[config.mk]
export PLATFORM = sky130hd
export DESIGN_NAME = video_coeff_loader
export DESIGN_NICKNAME = d
export VERILOG_FILES = /design/src/rtl/video_pkg.sv /design/src/rtl/video_coeff_loader.sv
export SDC_FILE = /design/constraint.sdc
export NUM_CORES = 1
export LEC_CHECK = 0
export CORE_AREA = 4 4 344 346
export CTS_BUF_LIST = sky130_fd_sc_hd__clkbuf_8
export CTS_CLUSTER_SIZE = 24
export DETAILED_ROUTE_END_ITERATION = 8
export DIE_AREA = 0 0 348 350
export GPL_TIMING_DRIVEN = 1
export MAX_ROUTING_LAYER = met4
export PLACE_DENSITY = 0.82
export SYNTH_ARGS = -nofsm -noshare
export SYNTH_HDL_FRONTEND = slang
export SYNTH_SLANG_ARGS = --single-unit
[constraint.sdc]
create_clock -name clk -period 5.6 [get_ports clk]
set_clock_uncertainty 0.15 [all_clocks]
set_input_delay 1.12 -clock clk [delete_from_list [all_inputs] [get_ports clk]]
set_output_delay 1.12 -clock clk [all_outputs]
set_load 0.05 [all_outputs]
[src/rtl/video_pkg.sv]
// Shared types for the bicubic incremental-calc coefficient path (loader and calculator).
package video_pkg;

    localparam int unsigned N_COEFF = 26;
    localparam int unsigned W       = 32;
    localparam int unsigned IDX_W   = 5;

    localparam logic [IDX_W-1:0] LAST_IDX = IDX_W'(N_COEFF - 1);

    typedef logic signed [W-1:0] coeff_t;
    typedef coeff_t [N_COEFF-1:0] coeff_set_t;

    typedef enum logic [1:0] {
        StFill,
        StDrain,
        StFull
    } fill_state_t;

endpackage

[src/rtl/video_coeff_loader.sv]
// Collects one 26-word coefficient set per tile, double-buffers it and issues go to the
// coordinate calculator when it is idle.
module video_coeff_loader
    import video_pkg::*;
(
    input  logic                 clk,
    input  logic                 reset_n,
    input  logic                 s_valid,
    output logic                 s_ready,
    input  logic [W-1:0]         s_data,
    input  logic                 s_last,
    input  logic                 calc_busy,
    output logic                 go,
    output logic [N_COEFF*W-1:0] coeff,
    output logic                 err_len,
    output logic [15:0]          tiles_issued
);

    fill_state_t      state_q;
    logic [IDX_W-1:0] idx_q;
    logic             s_ready_q;
    logic             go_q;
    logic             err_q;
    logic             ack_pend_q;
    logic [15:0]      tiles_q;
    coeff_set_t       shadow_q;
    coeff_set_t       coeff_q;

    logic accept;
    logic issue;

    assign accept = s_valid & s_ready_q;
    // ack_pend blocks re-issue until the calculator has acknowledged with busy.
    assign issue  = (state_q == StFull) & ~calc_busy & ~ack_pend_q;

    // Shadow buffer needs no reset; its contents only matter once a full set is collected.
    always_ff @(posedge clk) begin
        if (state_q == StFill && accept) begin
            shadow_q[idx_q] <= coeff_t'(s_data);
        end
    end

    always_ff @(posedge clk or negedge reset_n) begin
        if (!reset_n) begin
            state_q    <= StFill;
            idx_q      <= '0;
            s_ready_q  <= 1'b0;
            go_q       <= 1'b0;
            err_q      <= 1'b0;
            ack_pend_q <= 1'b0;
            tiles_q    <= '0;
            coeff_q    <= '0;
        end else begin
            go_q  <= 1'b0;
            err_q <= 1'b0;
            if (calc_busy) begin
                ack_pend_q <= 1'b0;
            end
            unique case (state_q)
                StFill: begin
                    s_ready_q <= 1'b1;
                    if (accept) begin
                        if (idx_q == LAST_IDX) begin
                            idx_q <= '0;
                            if (s_last) begin
                                state_q   <= StFull;
                                s_ready_q <= 1'b0;
                            end else begin
                                err_q   <= 1'b1;
                                state_q <= StDrain;
                            end
                        end else if (s_last) begin
                            err_q <= 1'b1;
                            idx_q <= '0;
                        end else begin
                            idx_q <= idx_q + 5'd1;
                        end
                    end
                end
                StDrain: begin
                    s_ready_q <= 1'b1;
                    if (accept && s_last) begin
                        state_q <= StFill;
                        idx_q   <= '0;
                    end
                end
                StFull: begin
                    s_ready_q <= 1'b0;
                    if (issue) begin
                        coeff_q    <= shadow_q;
                        go_q       <= 1'b1;
                        tiles_q    <= tiles_q + 16'd1;
                        ack_pend_q <= 1'b1;
                        state_q    <= StFill;
                        s_ready_q  <= 1'b1;
                    end
                end
                default: begin
                    state_q   <= StFill;
                    idx_q     <= '0;
                    s_ready_q <= 1'b1;
                end
            endcase
        end
    end

    assign s_ready      = s_ready_q;
    assign go           = go_q;
    assign err_len      = err_q;
    assign tiles_issued = tiles_q;
    assign coeff        = coeff_q;

endmodule

==> qor.txt <==
Fillers = 7897
Vias in the first global route = 40000
Cts hold-fix bufs = 0
Worst path max stage delay = 0.92 ns
Vias = 39700
Die height = 350 um
WL per Instance = 24.8 um
Critical path class = reg -> out
Family with the most delay on the worst path = buffers and inverters
Setup Viol. Count Final = 0
Ports = 888
Min-Delay Path Class = in -> async
Share of Yosys cell area claimed by the top area cell type = 43.4%
First-pass GRT wire length = 260000 um
CTS tree = done
Crit path DAT = 2.27 ns
Fin area = 0.0737 mm2
Max Fclk = 0.283 GHz
Mapped Avg Cell Area = 12.8 um2
Post-Synth Adder-Cell Area = 0.131%
Largest family of logic cells by synthesized area = simple AND/OR/NAND/NOR gates
Cell variety after synth = 37
Most common cell after layout, fill and taps aside = nand2_1
Clock transition at the registers of the reported paths = 0.07 ns
Synthesized area = 0.0575 mm2
Most frequent cells in the layout = nand2_1, dfrtp_1, clkdlybuf4s50_1, edfxtp_1, clkbuf_8
Worst r2r path cells = 3
Total Nets Final = 5605
Critical Path RT = 4.33 ns
Post-Place Cell Area = 0.0682 mm2
Die width = 348 um
Crit path max fanout = 2
Pwr dens = 331 mW/mm2
Register area share after synthesis = 80.8%
Post-synthesis mux area share = 0%
CTS max path bufs = 4
Synth-to-layout area growth = 28.1%
Die ar. = 0.122 mm2
Chain of cells forming the critical path = clkdlybuf4s50_1
Peak supply drop = 0.295 mV
Setup TNS = 0 ns
Routed vias/inst = 5.44
Startpoint Class = flip-flop
RSZ-0062 raised after global routing = false
Crit path depth = 1
Initial drt markers = 4879
Post-synthesis cell count = 4505
Compound-gate portion of the synthesized area = 0.135%
Row count = 125
Max-slew violation count = 0
DPL Wire Length = 105000 um
Mapped Nets = 4548
Number of synthesized flops with an enable pin = 832
Number of max-cap violations = 0
Layout cells sized above 1 = 8.98%
First-pass iteration count of the detailed router = 6
Main area contributors after synthesis = edfxtp_1, dfrtp_1, nand2_1
Synth Area in XOR/XNOR = 0.228%
Top FF cell, synth = dfrtp_1
Port Buffers = 887
Largest net degree at the start of global routing = 187
Clk root buf = clkbuf_8
Routed Antenna Nets = 0
Least-Margin Pin Slew = 1.28 ns
Leak Pwr = 33.4 nW
GRT Total Usage = 30.2%
Fraction of registers with async set/reset = 50.8%
Layout Utilization = 63.8%
Gr ovfl total = 0
Post-CTS Setup Bufs = 0
Leading area contributor after synthesis = edfxtp_1
Period utilisation layout = 63.2%
Worst-Skew Late Latency = 0.95 ns
Slowest CP cell = clkdlybuf4s50_1
Final hold violations = 0
Final WL = 181000 um
Post-cts sizing count = 0
Min Tclk post-route = 3.54 ns
FF+latch count, synth = 1691
Slew margin rel. = 14.8%
CTS H-tree lvls = 5
DRC violations left = 0
Final hold slack = 0.0923 ns
Yosys Warn Count = 0
Initial Util = 49.8%
Status = finished clean
Crit end category = output pin
Simple-Gate Fraction of Synth Area = 17.1%
CTS Buf Count = 278
Routability cong. = 0.846
Worst Path Buf+Inv = 1
Core region area = 0.115 mm2
Initial antenna violation count = 16
Sink Count = 1691
synth_stat cells, drive strengths merged (5+ instances only):
| library cell | number |
|---|---|
| nand2 | 2513 |
| dfrtp | 859 |
| edfxtp | 832 |
| buf | 128 |
| clkbuf | 62 |
| nor2 | 33 |
| xnor2 | 11 |
| nand3 | 10 |
| ha | 6 |
| and3 | 5 |
| inv | 5 |
kinds of logic (layout without fill, tap and decap cells):
kind of cell             after synthesis  after routing
XOR/XNOR                              15             15
flip-flops                          1691           1691
buffers and inverters                195           1457
adder cells (fa/ha/maj)                6              6
AO/OA/AOI/OAI                         11             11
other                                  0              7
AND/OR/NAND/NOR                     2587           2587
routing by layer:
| layer | track usage, % | vias up | share of wire, % |
|---|---|---|---|
| li1 | - | 16600 | - |
| met3 | 7.13 | 635 | 11 |
| met2 | 46.0 | 2811 | 47 |
| met4 | 18.0 | 0 | 6.8 |
| met5 | - | - | 0 |
| met1 | 37.4 | 19600 | 36 |
flip-flops by register name, indices dropped and copies added (netlist names), 2 cells and up:
signal / cells
shadow_q: 832
state_q: 2
tiles_issued: 16
coeff: 832
idx_q: 5
per-stage QoR:
step | power [W] | setup slack (ns) | instances
after floorplan | 0.0136 | 2.09 | 4505
after global placement | 0.0141 | 1.31 | 6806
after CTS | 0.0245 | 1.97 | 7291
after detailed placement | 0.0141 | 1.21 | 6806
final | 0.0244 | 2.06 | 7298
after global routing | 0.0251 | 1.95 | 7295
where the power goes:
part	internal, W	switching [W]
combinational	0.0000651	0.000541
sequential	0.0132	0.0000486
clock	0.00574	0.00475
worst paths after layout:
check | endpoint | slack [ns] | start
worst max-delay path | coeff[259] | 2.06 | coeff[259]
worst min-delay path | coeff[658] | 0.09 | reset_n
worst max register to register | shadow_q[111] | 2.54 | state_q[0]
worst min register to register | coeff[162] | 0.23 | shadow_q[162]
max in group asynchronous | coeff[286] | 3.90 | reset_n
min in group clk | coeff[162] | 0.23 | shadow_q[162]
layout make-up:
class | instances | area [um2] | area share [%]
multi-input cells | 2619 | 10300 | 14.0
clock buffers | 336 | 4620 | 6.28
well taps | 1524 | 1910 | 2.59
clock inverters | 149 | 812 | 1.10
diodes | 7 | 17.5 | 0.0238
repair buffers | 967 | 9500 | 12.9
inverters | 5 | 26.3 | 0.0357
flip-flops and latches | 1691 | 46500 | 63.1
Power figures use the tool's default switching activity.
